[src/rtl/ibuf_pkg.sv]
// Shared widths and packed-entry layout for the dual-issue instruction buffer.
// Entry layout from MSB to LSB: {inst, pc, pred_addr, exc, cause}.
package ibuf_pkg;

    localparam int EXC_CAUSE_W = 7;
    localparam int INST_W      = 32;
    localparam int ADDR_W      = 32;
    localparam int ENTRY_W     = INST_W + 2*ADDR_W + 1 + EXC_CAUSE_W;

    localparam int CAUSE_LSB = 0;
    localparam int EXC_BIT   = CAUSE_LSB + EXC_CAUSE_W;
    localparam int PRED_LSB  = EXC_BIT + 1;
    localparam int PC_LSB    = PRED_LSB + ADDR_W;
    localparam int INST_LSB  = PC_LSB + ADDR_W;

    function automatic logic [ENTRY_W-1:0] pack_entry(
        input logic [INST_W-1:0]      inst,
        input logic [ADDR_W-1:0]      pc,
        input logic [ADDR_W-1:0]      pred_addr,
        input logic                   exc,
        input logic [EXC_CAUSE_W-1:0] cause
    );
        return {inst, pc, pred_addr, exc, cause};
    endfunction

endpackage

[src/rtl/ibuf_entry_ram.sv]
// DEPTH x ENTRY_W register array: paired writes at waddr/waddr+1, paired
// asynchronous reads at raddr/raddr+1, synchronous active-low clear.
module ibuf_entry_ram
    import ibuf_pkg::*;
#(
    parameter int  DEPTH = 8,
    localparam int PTR_W = $clog2(DEPTH)
) (
    input  logic               clk_i,
    input  logic               rst_n_i,
    input  logic               we_i,
    input  logic [PTR_W-1:0]   waddr_i,
    input  logic [ENTRY_W-1:0] wdata0_i,
    input  logic [ENTRY_W-1:0] wdata1_i,
    input  logic [PTR_W-1:0]   raddr_i,
    output logic [ENTRY_W-1:0] rdata0_o,
    output logic [ENTRY_W-1:0] rdata1_o
);

    localparam logic [PTR_W-1:0] ONE = PTR_W'(1);

    logic [ENTRY_W-1:0] mem_q [DEPTH];
    logic [PTR_W-1:0]   waddr1;
    logic [PTR_W-1:0]   raddr1;

    // +1 wraps modulo DEPTH because DEPTH is a power of two
    assign waddr1 = waddr_i + ONE;
    assign raddr1 = raddr_i + ONE;

    assign rdata0_o = mem_q[raddr_i];
    assign rdata1_o = mem_q[raddr1];

    always_ff @(posedge clk_i) begin
        if (!rst_n_i) begin
            for (int i = 0; i < DEPTH; i++) begin
                mem_q[i] <= '0;
            end
        end else if (we_i) begin
            mem_q[waddr_i] <= wdata0_i;
            mem_q[waddr1]  <= wdata1_i;
        end
    end

endmodule

[src/rtl/inst_buffer.sv]
// Dual-issue instruction queue between icache fetch and decode.
// Optional IBUF_PERF_CNT_EN adds stall / empty cycle counters.
module inst_buffer
    import ibuf_pkg::*;
#(
    parameter int  DEPTH = 8,
    localparam int PTR_W = $clog2(DEPTH)
) (
    input  logic                   clk,
    input  logic                   rst,
    input  logic                   flush,
    input  logic                   in_valid,
    input  logic [INST_W-1:0]      in_inst1,
    input  logic [INST_W-1:0]      in_inst2,
    input  logic [ADDR_W-1:0]      in_pc1,
    input  logic [ADDR_W-1:0]      in_pc2,
    input  logic [ADDR_W-1:0]      in_pred_addr,
    input  logic                   in_is_exception,
    input  logic [EXC_CAUSE_W-1:0] in_exception_cause,
    output logic                   ibuf_stall,
    input  logic                   dec_ready1,
    input  logic                   dec_ready2,
    output logic                   out_valid1,
    output logic                   out_valid2,
    output logic [INST_W-1:0]      out_inst1,
    output logic [INST_W-1:0]      out_inst2,
    output logic [ADDR_W-1:0]      out_pc1,
    output logic [ADDR_W-1:0]      out_pc2,
    output logic [ADDR_W-1:0]      out_pred_addr1,
    output logic [ADDR_W-1:0]      out_pred_addr2,
    output logic                   out_is_exception1,
    output logic                   out_is_exception2,
    output logic [EXC_CAUSE_W-1:0] out_exception_cause1,
    output logic [EXC_CAUSE_W-1:0] out_exception_cause2
`ifdef IBUF_PERF_CNT_EN
    ,
    output logic [31:0]            perf_stall_cycles,
    output logic [31:0]            perf_empty_cycles
`endif
);

    localparam logic [PTR_W:0]   STALL_TH = (PTR_W+1)'(DEPTH - 2);
    localparam logic [PTR_W:0]   CNT_TWO  = (PTR_W+1)'(2);
    localparam logic [PTR_W-1:0] PTR_TWO  = PTR_W'(2);

    logic [PTR_W-1:0]   head_q, head_d;
    logic [PTR_W-1:0]   tail_q, tail_d;
    logic [PTR_W:0]     count_q, count_d;
    logic               enq, pop1, pop2;
    logic [ENTRY_W-1:0] wdata0, wdata1;
    logic [ENTRY_W-1:0] rdata0, rdata1;

    // Stall looks at registered occupancy only; a same-cycle pop gives no credit
    assign ibuf_stall = (count_q > STALL_TH);
    assign out_valid1 = (count_q != '0);
    assign out_valid2 = (count_q >= CNT_TWO);

    assign enq  = in_valid & ~ibuf_stall;
    assign pop1 = out_valid1 & dec_ready1;
    assign pop2 = pop1 & out_valid2 & dec_ready2;

    always_comb begin
        head_d  = head_q + PTR_W'(pop1) + PTR_W'(pop2);
        tail_d  = enq ? (tail_q + PTR_TWO) : tail_q;
        count_d = count_q + (enq ? CNT_TWO : '0) - (PTR_W+1)'(pop1) - (PTR_W+1)'(pop2);
    end

    always_ff @(posedge clk) begin
        if (!rst || flush) begin
            head_q  <= '0;
            tail_q  <= '0;
            count_q <= '0;
        end else begin
            head_q  <= head_d;
            tail_q  <= tail_d;
            count_q <= count_d;
        end
    end

    assign wdata0 = pack_entry(in_inst1, in_pc1, in_pred_addr, in_is_exception, in_exception_cause);
    assign wdata1 = pack_entry(in_inst2, in_pc2, in_pred_addr, in_is_exception, in_exception_cause);

    // A flush discards the enqueue but leaves stored entries untouched
    ibuf_entry_ram #(
        .DEPTH (DEPTH)
    ) u_ram (
        .clk_i    (clk),
        .rst_n_i  (rst),
        .we_i     (enq & ~flush),
        .waddr_i  (tail_q),
        .wdata0_i (wdata0),
        .wdata1_i (wdata1),
        .raddr_i  (head_q),
        .rdata0_o (rdata0),
        .rdata1_o (rdata1)
    );

    assign out_inst1            = rdata0[INST_LSB +: INST_W];
    assign out_inst2            = rdata1[INST_LSB +: INST_W];
    assign out_pc1              = rdata0[PC_LSB +: ADDR_W];
    assign out_pc2              = rdata1[PC_LSB +: ADDR_W];
    assign out_pred_addr1       = rdata0[PRED_LSB +: ADDR_W];
    assign out_pred_addr2       = rdata1[PRED_LSB +: ADDR_W];
    assign out_is_exception1    = rdata0[EXC_BIT];
    assign out_is_exception2    = rdata1[EXC_BIT];
    assign out_exception_cause1 = rdata0[CAUSE_LSB +: EXC_CAUSE_W];
    assign out_exception_cause2 = rdata1[CAUSE_LSB +: EXC_CAUSE_W];

`ifdef IBUF_PERF_CNT_EN
    logic [31:0] perf_stall_q;
    logic [31:0] perf_empty_q;

    // Cleared only by reset so that flushes do not lose history
    always_ff @(posedge clk) begin
        if (!rst) begin
            perf_stall_q <= '0;
            perf_empty_q <= '0;
        end else begin
            if (ibuf_stall) perf_stall_q <= perf_stall_q + 32'd1;
            if (count_q == '0) perf_empty_q <= perf_empty_q + 32'd1;
        end
    end

    assign perf_stall_cycles = perf_stall_q;
    assign perf_empty_cycles = perf_empty_q;
`endif

endmodule

[config.mk]
export PLATFORM = sky130hd
export DESIGN_NAME = inst_buffer
export DESIGN_NICKNAME = d
export VERILOG_FILES = /design/src/rtl/ibuf_pkg.sv /design/src/rtl/ibuf_entry_ram.sv /design/src/rtl/inst_buffer.sv
export SDC_FILE = /design/constraint.sdc
export NUM_CORES = 1
export LEC_CHECK = 0
export ABC_CLOCK_PERIOD_IN_PS = 18000
export BUFFER_PORTS_ARGS = -buffer_cell sky130_fd_sc_hd__buf_2
export CORE_MARGIN = 4
export CORE_UTILIZATION = 40
export CTS_CLUSTER_SIZE = 8
export DETAILED_ROUTE_END_ITERATION = 7
export PLACE_DENSITY = 0.64
export SLEW_MARGIN = 10
export SYNTH_ARGS = -nofsm -noshare
export SYNTH_HDL_FRONTEND = slang
export SYNTH_SLANG_ARGS = --single-unit
[constraint.sdc]
create_clock -name clk -period 18 [get_ports clk]
set_clock_uncertainty 0.05 [all_clocks]
set_input_delay 4.5 -clock clk [delete_from_list [all_inputs] [get_ports clk]]
set_output_delay 4.5 -clock clk [all_outputs]
set_load 0.01 [all_outputs]
# After elaboration in Yosys (flattened, before gate mapping)

Memories as Yosys holds them, arrays and structs flattened. A register that Yosys moved wholly into a read port is not among the register bits.
Cells that the tools add are included.

Add/subtract/negate cells: 8
Magnitude comparators: 2
Multiplexer cells: 12
Bitwise gates (word level): 7
Reduce and logical (&&, ||, !) cells: 5

Operators with widths:

| operator                                                      | number |
|---|---|
| two-way mux 104 bit                                           | 2 |
| OR reduction 104 bit                                          | 2 |
| two-way mux 3 bit                                             | 3 |
| subtractor 4 x 1 -> 4 bit                                     | 2 |
| adder 3 x 1 -> 3 bit                                          | 2 |
| adder 3 x 1 -> 3 bit, second input constant                   | 2 |
| two-way mux 1 bit                                             | 6 |
| bitwise AND 1 bit                                             | 5 |
| adder 4 x 2 -> 4 bit                                          | 1 |
| >= comparator 4 x 2 -> 1 bit, second input constant           | 1 |
| greater-than comparator 4 x 3 -> 1 bit, second input constant | 1 |
| nonzero test 4 bit                                            | 1 |
| adder 3 x 2 -> 3 bit, second input constant                   | 1 |
| two-way mux 2 bit                                             | 1 |
| inverter 1 bit                                                | 2 |
| zero test 1 bit                                               | 1 |
| logical OR 1 bit                                              | 1 |

Flip-flop bits (word level): 10
Bits in writable memories: 832
Input port bits: 174
Output and inout bits: 211
Logic and storage cells: 38
Memories kept: 1

Memory list:

| name        | words | bits a word | read ports | clocked after Yosys merged registers in | wr ports | line                 | RTL |
|---|---|---|---|---|---|---|---|
| u_ram.mem_q | 8     | 104         | 2          | 1                                       | 8        | ibuf_entry_ram.sv:22 | `logic [ENTRY_W-1:0] mem_q [DEPTH];` |

# Logic depth before layout (Yosys ltp)

Depth after elaboration: 9
Gate-level depth with buffers: 12
Mapped depth without buffers: 12

# Hierarchy

A second synthesis with hierarchy kept.

Cells, all modules: 3,617
Area total of the unflattened synthesis: 48,594.1 sq um

Modules (own cells, without submodules):

| module         | instances | cells each | area an instance (sq um) | sequential area each (sq um) |
|---|---|---|---|---|
| ibuf_entry_ram | 1         | 3,555      | 48,009.8                 | 24,984.0 |
| inst_buffer    | 1         | 62         | 584.3                    | 180.2 |

# Worst setup path before layout

Ideal clock, no wire load.

Path type: input to register
Start point: in in_valid
End point: mem u_ram.mem_q[6][100] in the netlist's numbering, enable pin
Library setup time: 0.945 ns
Arrival time: 17.308 ns
Data required time: 17.005 ns
Slack: -0.303 ns
Stages on the path: 3
Path buffers: 0
Cells stage by stage: nor3b_1 > inv_1 > o31ai_1

RTL lines:

| item        | line                 | RTL |
|---|---|---|
| from (decl) | inst_buffer.sv:12    | `input logic in_valid,` |
| to (decl)   | ibuf_entry_ram.sv:22 |  |

==> results.toml <==
[sta]
hold_viol_final = 0
finalCriticalPeriod_ns = 8.69
fmax_mhz = 115
setup_viol = 0
rsz0062_at_grt = "no"
tightest_slew_ns = 1.28
drv_slew = 0
slew_headroom_pct = 14.8
finalSetupTns_ns = 0
fin_crit_sh_pct = 48.3

[cts]
cts_setup_buffers = 0
cts_repair_resize_count = 0
cts-root-buf = "clkbuf_16"
cts-buffers-inserted = 95
ctsHtreeMaxLevel = 3
clk-insertion-delay-late_ns = 0.61
cts_tree = "built"
clk_path_buf_depth = 3
path_clk_slew_ns = 0.05
ctsHoldBuffers = 0
cts.sinks = 681

[worst_setup_path]
worstPathCellList = "buf_4, buf_4, mux4_2, mux2_2, buf_2"
cp_max_fo = 64
crit_type = "reg2out"
critPathArrivalTime_ns = 4.14
cpMaxStageDelayCell = "buf_4"
worstSetupStartpointType = "flip-flop"
crit_path_frequent_cell = "buf_4"
critPathRequiredTime_ns = 13.45
max_stage_delay_ns = 0.92
ff2ff_path_depth = 8
critPathCaptureType = "output port"

[routing]
ant_nets = 0
via_per_inst = 5.92
wirelength_um = 94600
dr.pass1.iters = 5
drt_first_iter_violations = 1701
vias = 22164
wire_per_inst_um = 25.2
route.detailed.drc = 0

[layout]
syn_to_final_growth_pct = 15.0
mostFrequentLayoutCells = "edfxtp_1, nor3_1, buf_2"
fin_nets = 2759
drive_gt1_share_pct = 41.9
final_core_util_pct = 46.6
layout_commonest_cell = "edfxtp_1"

[power]
peakVddDrop_mv = 0.0734
power_leakage_uw = 0.0141
p_per_area_mw_per_mm2 = 115

[placed_design]
numPortBuffers = 384
place.detailed.hpwl_um = 55500
gp_congestion = 0.769

[yosys]
yosys.area.top_type = "edfxtp_1"
synth-seq-cells = 681
synth_cells = 2289
syn_nets = 2479
yosysWarnings = 0
synth_area_per_cell_um2 = 15.5
yosysTopAreaCellShare_pct = 57.1
yosysUniqueCellTypes = 32
yosys-top-cells-area = "edfxtp_1, mux4_2, nor3_1"
ys_seq_area_share_pct = 57.6
netlist_area_mm2 = 0.0354

[global_route]
grt_max_degree = 245
grt_pass1_vias = 24028
antenna_found_initial = 9
grt_pass1_wl_um = 145000
grt_usage_pct = 19.9
grt-ovfl-total = 0

[outcome]
status = "complete, no violations"

[worst_hold_path]
worstHoldPathCells = 2
hp-class = "reg2reg"

[floorplanning]
die_area_mm2 = 0.0932
rows = 108
initial_core_util_pct = 40.5
die_h_um = 305
coreArea_mm2 = 0.0873
die_width_um = 305
io_pins = 385

[flow_run]
maxCapViolCount = 0
==> stage by stage <==
| step | worst slack (ns) | instances | hold WS (ns) | instance area (um2) | total power [uW] |
|---|---|---|---|---|---|
| 2_1_floorplan | -0.303 | 2289 | 0.418 | 35400 | 2780 |
| 3_3_place_gp | 9.25 | 3627 | 0.432 | 38100 | 3090 |
| 3_5_place_dp | 9.09 | 3627 | 0.447 | 38100 | 3120 |
| 4_1_cts | 9.16 | 3740 | 0.454 | 40600 | 4720 |
| 5_1_grt | 8.96 | 3746 | 0.484 | 40700 | 4870 |
| 6_report | 9.31 | 3747 | 0.461 | 40700 | 4660 |
==> final cells by class <==
cell class | count | area [um2]
timing repair buffer | 420 | 2240
fill | 7717 | 46600
tap | 1155 | 1450
antenna | 7 | 17.5
clock buffer | 107 | 2460
clock inverter | 6 | 88.8
multi-input combinational | 1188 | 13300
inverter | 183 | 709
sequential | 681 | 20400
==> power by group <==
part           leakage, uW  switching [uW]  internal (uW)  total, uW
registers          0.00707            60.9           1850       1920
logic              0.00576             614            546       1160
clock network      0.00125             637            951       1590
total               0.0141            1310           3350       4660
==> cell usage after synthesis <==
master    number
nor2b_1        1
buf_1          6
nor3_2        80
inv_1        179
o21ai_0        1
fa_1           3
and3_1         2
a21boi_0       1
buf_2        103
nor3_1       592
mux2_2       128
and2_1         3
or2_2          1
mux4_2       336
clkbuf_1     118
nor2_1         4
nand2_1        5
a2111o_1       1
dfxtp_1        9
a21oi_1        1
mux2i_1        2
buf_6         10
edfxtp_1     672
a21o_1         1
inv_2          4
nand2b_1       3
or4b_1         1
ha_1          13
xnor2_1        2
xor2_1         2
o31ai_1        4
nor3b_1        1
==> final timing paths <==
path / from / to / slack, ns
max: head_q[0]$_SDFF_PP0_ / out_pc1[28] / 9.31
min: tail_q[2]$_SDFFE_PP0N_ / tail_q[2]$_SDFFE_PP0N_ / 0.46
min reg2reg: tail_q[2]$_SDFFE_PP0N_ / tail_q[2]$_SDFFE_PP0N_ / 0.46
max reg2reg: count_q[3]$_SDFF_PP0_ / u_ram.mem_q[6][67]$_SDFFCE_PN0P_ / 13.12
==> sequential cells by signal, indices dropped and copies added (netlist names) <==
name         cells
head_q           3
tail_q           2
u_ram.mem_q    672
count_q          4
==> metal layers <==
metal,up-vias,GRT usage (%),routed length [um]
met4,4,7.87,3280
met2,758,35.2,49200
met3,172,3.27,5680
met1,11604,24.6,36400
met5,-,0,25
li1,9626,-,-
==> cells by family after synthesis <==
kind of cell	Yosys count	synth area share (%)
adder cells (fa/ha/maj)	16	0.630
multiplexers	466	25.5
AO/OA/AOI/OAI	9	0.187
AND/OR/NAND/NOR	693	11.0
buffers and inverters	420	5.03
XOR/XNOR	4	0.0991
flip-flops	681	57.6
==> worst max-delay path: cells and delay by family (launching register included) <==
kind,cells,cell delay [ns]
buf+inv,3,1.79
mux,2,0.91
flops,1,0.74
(Power assumes the default switching activity.)
